### config.mk
export PLATFORM = sky130hd
export DESIGN_NAME = div_request_sequencer
export DESIGN_NICKNAME = d
export VERILOG_FILES = /design/src/rtl/div_request_sequencer_pkg.sv /design/src/rtl/div_request_sequencer.sv
export SDC_FILE = /design/constraint.sdc
export NUM_CORES = 1
export LEC_CHECK = 0
export CORE_MARGIN = 8
export CORE_UTILIZATION = 50
export CTS_CLUSTER_SIZE = 12
export DETAILED_ROUTE_END_ITERATION = 10
export DONT_BUFFER_PORTS = 1
export PLACE_DENSITY_LB_ADDON = 0.3
export SLEW_MARGIN = 5
export SYNTH_ARGS = -nofsm -noshare
export SYNTH_HDL_FRONTEND = slang
export SYNTH_SLANG_ARGS = --single-unit
### constraint.sdc
create_clock -name clk -period 1.5 [get_ports clk]
set_input_delay 0.15 -clock clk [delete_from_list [all_inputs] [get_ports clk]]
set_output_delay 0.15 -clock clk [all_outputs]
set_load 0.005 [all_outputs]
### src/rtl/div_request_sequencer_pkg.sv
`default_nettype none
// ============================================================================
//  Module      : div_request_sequencer_pkg
//  Description : Shared types and constants for the divider request
//                sequencer: the FSM state encoding, the saturated quotient
//                values and the output scale, plus the helper that picks
//                the value handed downstream when the divider flags trouble.
//  Revision    : 1.0 - initial release
// ============================================================================
package div_request_sequencer_pkg;

   typedef enum logic [1:0] {
      IDLE  = 2'd0,
      START = 2'd1,
      WAIT  = 2'd2,
      HOLD  = 2'd3
   } state_t;

   // Q-format words: number in [15:3], scale factor 3 in [2:0].
   localparam logic [15:0] SAT_POS   = 16'h7FFB;  // largest positive number
   localparam logic [15:0] SAT_NEG   = 16'h8003;  // most negative number
   localparam logic [15:0] ZERO_Q    = 16'h0003;  // 0 / 0 result
   localparam int          OUT_SCALE = 3;

   // Divide-by-zero is checked first: the divider reports it without a
   // meaningful quotient, and its sign comes from the dividend alone.
   function automatic logic [15:0] saturate_q(
      input logic [15:0] q,
      input logic        ovf,
      input logic        dbz,
      input logic        sign,
      input logic        dsign,
      input logic        dvd_zero
   );
      if (dbz) begin
         if (dvd_zero) return ZERO_Q;
         return dsign ? SAT_NEG : SAT_POS;
      end
      if (ovf) return sign ? SAT_NEG : SAT_POS;
      return q;
   endfunction

endpackage : div_request_sequencer_pkg
`default_nettype wire

### src/rtl/div_request_sequencer.sv
`default_nettype none
// ============================================================================
//  Module      : div_request_sequencer
//  Description : Control stage around the iterative Q-format divider.
//                Accepts an operand pair (valid/ready), registers it,
//                pulses div_start for one cycle, waits for div_ready under a
//                watchdog, captures (and optionally saturates) the quotient,
//                and holds it until the consumer takes it.
//  Ports       : clk, reset (async, active low)
//                req_valid/req_ready/req_dividend/req_divisor  - request side
//                div_start/div_dividend/div_divisor            - divider load
//                div_q/div_ready/div_overflow/div_dbz          - divider result
//                res_valid/res_ready/res_q/res_ovf/res_dbz/res_tmo - result
//                ops_done                                      - handoff count
//  Revision    : 1.0 - initial release
// ============================================================================
module div_request_sequencer
   import div_request_sequencer_pkg::*;
#(
   parameter int N        = 16,
   parameter int TIMEOUT  = 40,
   parameter int SATURATE = 1
) (
   input  logic          clk,
   input  logic          reset,
   input  logic          req_valid,
   output logic          req_ready,
   input  logic [N-1:0]  req_dividend,
   input  logic [N-1:0]  req_divisor,
   output logic          div_start,
   output logic [N-1:0]  div_dividend,
   output logic [N-1:0]  div_divisor,
   input  logic [N-1:0]  div_q,
   input  logic          div_ready,
   input  logic          div_overflow,
   input  logic          div_dbz,
   output logic          res_valid,
   input  logic          res_ready,
   output logic [N-1:0]  res_q,
   output logic          res_ovf,
   output logic          res_dbz,
   output logic          res_tmo,
   output logic [15:0]   ops_done
);

   localparam int                WDOG_W    = $clog2(TIMEOUT + 1);
   localparam logic [WDOG_W-1:0] WDOG_LAST = WDOG_W'(TIMEOUT - 1);

   state_t            r_state;
   state_t            w_next_state;
   logic [WDOG_W-1:0] r_wdog;
   logic [N-1:0]      r_dividend;
   logic [N-1:0]      r_divisor;
   logic              r_sign;
   logic              r_dsign;
   logic              r_res_valid;
   logic [N-1:0]      r_res_q;
   logic              r_res_ovf;
   logic              r_res_dbz;
   logic              r_res_tmo;
   logic [15:0]       r_ops_done;
   logic              w_wdog_expired;
   logic [N-1:0]      w_capture_q;

   assign w_wdog_expired = (r_wdog == WDOG_LAST);

   // Quotient taken at capture; the dividend-zero test looks only at the
   // number field so the scale bits never mask a 0/0 case.
   assign w_capture_q = (SATURATE != 0)
                      ? saturate_q(div_q, div_overflow, div_dbz, r_sign, r_dsign,
                                   (r_dividend[N-1:OUT_SCALE] == '0))
                      : div_q;

   // ---------------- state register ----------------
   always_ff @(posedge clk or negedge reset) begin
      if (!reset) r_state <= IDLE;
      else        r_state <= w_next_state;
   end

   // ---------------- next-state logic ----------------
   always_comb begin
      w_next_state = r_state;
      case (r_state)
         IDLE:    if (req_valid) w_next_state = START;
         START:   w_next_state = WAIT;
         WAIT:    if (div_ready || w_wdog_expired) w_next_state = HOLD;
         HOLD:    if (res_ready) w_next_state = IDLE;
         default: w_next_state = IDLE;
      endcase
   end

   // ---------------- state-decoded outputs ----------------
   always_comb begin
      req_ready = 1'b0;
      div_start = 1'b0;
      case (r_state)
         IDLE:    req_ready = 1'b1;
         START:   div_start = 1'b1;
         default: ;
      endcase
   end

   // ---------------- datapath registers ----------------
   always_ff @(posedge clk or negedge reset) begin
      if (!reset) begin
         r_wdog      <= '0;
         r_dividend  <= '0;
         r_divisor   <= '0;
         r_sign      <= 1'b0;
         r_dsign     <= 1'b0;
         r_res_valid <= 1'b0;
         r_res_q     <= '0;
         r_res_ovf   <= 1'b0;
         r_res_dbz   <= 1'b0;
         r_res_tmo   <= 1'b0;
         r_ops_done  <= '0;
      end else begin
         case (r_state)
            IDLE: begin
               if (req_valid) begin
                  r_dividend <= req_dividend;
                  r_divisor  <= req_divisor;
                  r_sign     <= req_dividend[N-1] ^ req_divisor[N-1];
                  r_dsign    <= req_dividend[N-1];
               end
            end
            START: r_wdog <= '0;
            WAIT: begin
               r_wdog <= r_wdog + 1'b1;
               // A finishing divider wins over a watchdog expiring on the
               // same edge.
               if (div_ready) begin
                  r_res_valid <= 1'b1;
                  r_res_q     <= w_capture_q;
                  r_res_ovf   <= div_overflow;
                  r_res_dbz   <= div_dbz;
               end else if (w_wdog_expired) begin
                  r_res_valid <= 1'b1;
                  r_res_q     <= '0;
                  r_res_tmo   <= 1'b1;
               end
            end
            HOLD: begin
               if (res_ready) begin
                  r_res_valid <= 1'b0;
                  r_res_ovf   <= 1'b0;
                  r_res_dbz   <= 1'b0;
                  r_res_tmo   <= 1'b0;
                  r_ops_done  <= r_ops_done + 16'd1;
               end
            end
            default: ;
         endcase
      end
   end

   assign div_dividend = r_dividend;
   assign div_divisor  = r_divisor;
   assign res_valid    = r_res_valid;
   assign res_q        = r_res_q;
   assign res_ovf      = r_res_ovf;
   assign res_dbz      = r_res_dbz;
   assign res_tmo      = r_res_tmo;
   assign ops_done     = r_ops_done;

endmodule : div_request_sequencer
`default_nettype wire

==> impl_metrics.env <==
export IMPL_status="complete, but fails checks"
export IMPL_violations="hold timing"
export IMPL_via_per_inst=5.50
export IMPL_cp_required_ns=1.73
export IMPL_synthDistinctLibCells=39
export IMPL_nNetsFinal=412
export IMPL_port_buffer_count=0
export IMPL_clk_path_buf_depth=2
export IMPL_dpl_hpwl_mm=5.51
export IMPL_synth_compound_area_share=0.0886
export IMPL_synth_simple_gate_area_share=0.106
export IMPL_synth_seq_cells=77
export IMPL_yosys_top_cells_count="dfrtp_1, mux2_2, nor2_1, xnor2_1"
export IMPL_synth_fa_ha_area_frac=0.0264
export IMPL_syn_area_per_cell_um2=12.4
export IMPL_yosysSeqAreaShare=0.581
export IMPL_dieHeight_um=97.5
export IMPL_wl_met3_um=950
export IMPL_io_pins=125
export IMPL_max_freq_ghz=0.684
export IMPL_synth_edff_count=0
export IMPL_layoutNonFillerInstCount=434
export IMPL_first_global_vias=2538
export IMPL_cp_start_kind="flip-flop"
export IMPL_setup_viol=0
export IMPL_drv_cap=0
export IMPL_cellLeakagePower_nw=1.97
export IMPL_utilization=0.702
export IMPL_drive_gt1_frac=0.302
export IMPL_synth_top_cell_area_share=0.581
export IMPL_wl_mm=8.57
export IMPL_async_flop_share=1.00
export IMPL_arrival_ns=1.69
export IMPL_gp_congestion=0.765
export IMPL_report_final_slew_viol_count=0
export IMPL_dr_wl_met2_mm=4.22
export IMPL_grt_max_degree=78
export IMPL_period_share=0.974
export IMPL_clkTransAtPathRegs_ns=0.08
export IMPL_die_x_um=97.5
export IMPL_cp_num_buf_inv=0
export IMPL_hold_viol=77
export IMPL_drc_errors=0
export IMPL_insertion_delay_ns=0.34
export IMPL_synth_area_leaders="dfrtp_1, mux2_2, xnor2_1"
export IMPL_relSlewSlack=0.809
export IMPL_cts_hold_buf=48
export IMPL_powerDensity_mw_per_mm2=1810
export IMPL_start_util=0.520
export IMPL_row_count=29
export IMPL_synth_top_family_by_area="multiplexers"
export IMPL_fp_dieArea_mm2=0.00950
export IMPL_finalWorstPathRequiredPeriod_ns=1.46
export IMPL_criticalPathCategory="reg -> reg"
export IMPL_cts_tree="done"
export IMPL_finalClockSkew_ns=0.00706
export IMPL_crit_path_max_fanout=2
export IMPL_syn_area_mm2=0.00332
export IMPL_core_mm2=0.00639
export IMPL_met1_length_mm=3.21
export IMPL_htreeDepth=3
export IMPL_synthCells=268
export IMPL_firstDrtPassIters=4
export IMPL_synth_ff_type="dfrtp_1"
export IMPL_antenna_found_initial=3
export IMPL_place_ws_ns=-0.0702
export IMPL_grt_overflow=0
export IMPL_syn_num_nets=330
export IMPL_grt_usage=0.177
export IMPL_cts_inserted_buffers=9
export IMPL_setup_ws_ns=0.0389
export IMPL_cpPeakStageDelay_ns=0.39
export IMPL_avgRoutedWirePerCell_um=19.8
export IMPL_synth_xor_area_frac=0.0449
export IMPL_fillCellCount=434
export IMPL_crit_path_end_kind="flip-flop"
export IMPL_vias=2389
export IMPL_synth_top_cell_by_area="dfrtp_1"
export IMPL_place_inst=361
export IMPL_hp_class="in -> async"
export IMPL_area_growth_pct=35.1
export IMPL_dr_max_layer_used="met4"
export IMPL_cp_slowest_cell="dfrtp_1"
export IMPL_yosysMostFrequentCell="dfrtp_1"
export IMPL_critical_path_top_delay_family="compound AO/OA/AOI/OAI gates"
export IMPL_grt_pass1_wl_mm=13.6
export IMPL_worst_pin_slew_ns=0.286
export IMPL_rsz0062_at_grt="yes"
export IMPL_first_iter_violations=92
export IMPL_ys_warn_count=0
export IMPL_postRouteAntennaNets=0
export IMPL_crit_chain="nor3b_2 > a31oi_2 > a221oi_2 > mux2_4"
export IMPL_cts_sinks=77
export IMPL_synthMuxAreaShare=0.124
export IMPL_finalHoldWorstSlack_ns=-0.500
export IMPL_irDropWorstVdd_v=0.00133
export IMPL_cts_root_buf="clkbuf_8"
state kept, by name, summed over array words and instances (netlist names):
register and count:
r_wdog 6, div_dividend 16, res_ovf 1, res_dbz 1, res_q 16, res_valid 1
div_divisor 16, ops_done 16, r_sign 1, res_tmo 1, r_state 2
cell type report:
cell class	count	area, um^2	area share
antenna	3	7.51	0.00167
clock buffer	9	124	0.0276
clock inverter	6	88.8	0.0198
inverter	10	37.5	0.00837
multi-input combinational	170	1410	0.314
sequential	77	1930	0.430
tap	77	96.3	0.0215
timing repair buffer	82	793	0.177
power breakdown:
part | switching, W | internal (W) | leakage, nW
clock network | 0.000760 | 0.000927 | 0.101
registers | 0.000778 | 0.00291 | 0.960
logic | 0.00114 | 0.00161 | 0.909
total | 0.00268 | 0.00545 | 1.97
timing repair:
action,CTS,global route
hold endpoints to repair,126,77
resized for setup,11,14
setup endpoints to repair,46,21
pin swaps,1,8
buffers inserted,1,5
cloned,1,0
cells by family (layout without fill, tap and decap cells):
family / Yosys count / count (layout)
compound gates: 40 / 40
xor+xnor: 17 / 17
fa+ha+maj: 7 / 7
buf+inv: 21 / 107
flops: 77 / 77
mux: 37 / 37
other cells: 0 / 3
simple gates: 69 / 69
per-stage QoR:
step / setup TNS, ns / total power [W] / instance area (um^2)
after floorplan: -1.15 / 0.00504 / 3320
after global placement: -0.0323 / 0.00588 / 3600
after detailed placement: -1.76 / 0.00597 / 3600
after CTS: -0.00317 / 0.00793 / 4360
after global routing: -0.171 / 0.00862 / 4480
final: 0 / 0.00813 / 4480
path summary, 6_finish.rpt:
kind	start	depth (start not counted)	to	slack, ns
min in group clk	div_ready	2	res_valid$_DFFE_PN0P_	0.04
max in group asynchronous	reset	0	r_state[1]$_DFFE_PN0P_	1.87
min reg2reg	ops_done[15]$_DFFE_PN0P_	1	ops_done[15]$_DFFE_PN0P_	0.50
max reg2reg	r_wdog[4]$_DFFE_PN0P_	4	r_state[1]$_DFFE_PN0P_	0.04
min	reset	0	res_q[8]$_DFFE_PN0P_	-0.50
max	r_wdog[4]$_DFFE_PN0P_	4	r_state[1]$_DFFE_PN0P_	0.04
cell usage in the layout (no fill, tap or decap), types with 2 or more instances in the layout:
cell type      instances
dfrtp_1               76
o2bb2ai_1             13
nor2_1                19
o21ai_0                9
mux2i_1                3
clkinvlp_4             2
nand2_1               13
nand4_1                8
dlygate4sd3_1         48
a21oi_1                4
inv_1                  8
nand3_1                8
ha_1                   4
nor2_4                 2
a31oi_1                2
ha_4                   2
and3_1                 3
o22ai_1                2
a22o_1                 2
inv_2                  2
xnor2_1               15
buf_12                 3
diode_2                3
clkbuf_8               9
bufinv_16              2
mux2_2                33
buf_4                 30
xor2_1                 2
and2_1                 2
routing by layer:
metal / up-vias / GRT usage
li1: 1116 / -
met1: 1154 / 0.189
met2: 103 / 0.288
met3: 16 / 0.0903
met4: 0 / 0.0769
met5: - / 0
Power figures use the tool's default switching activity.
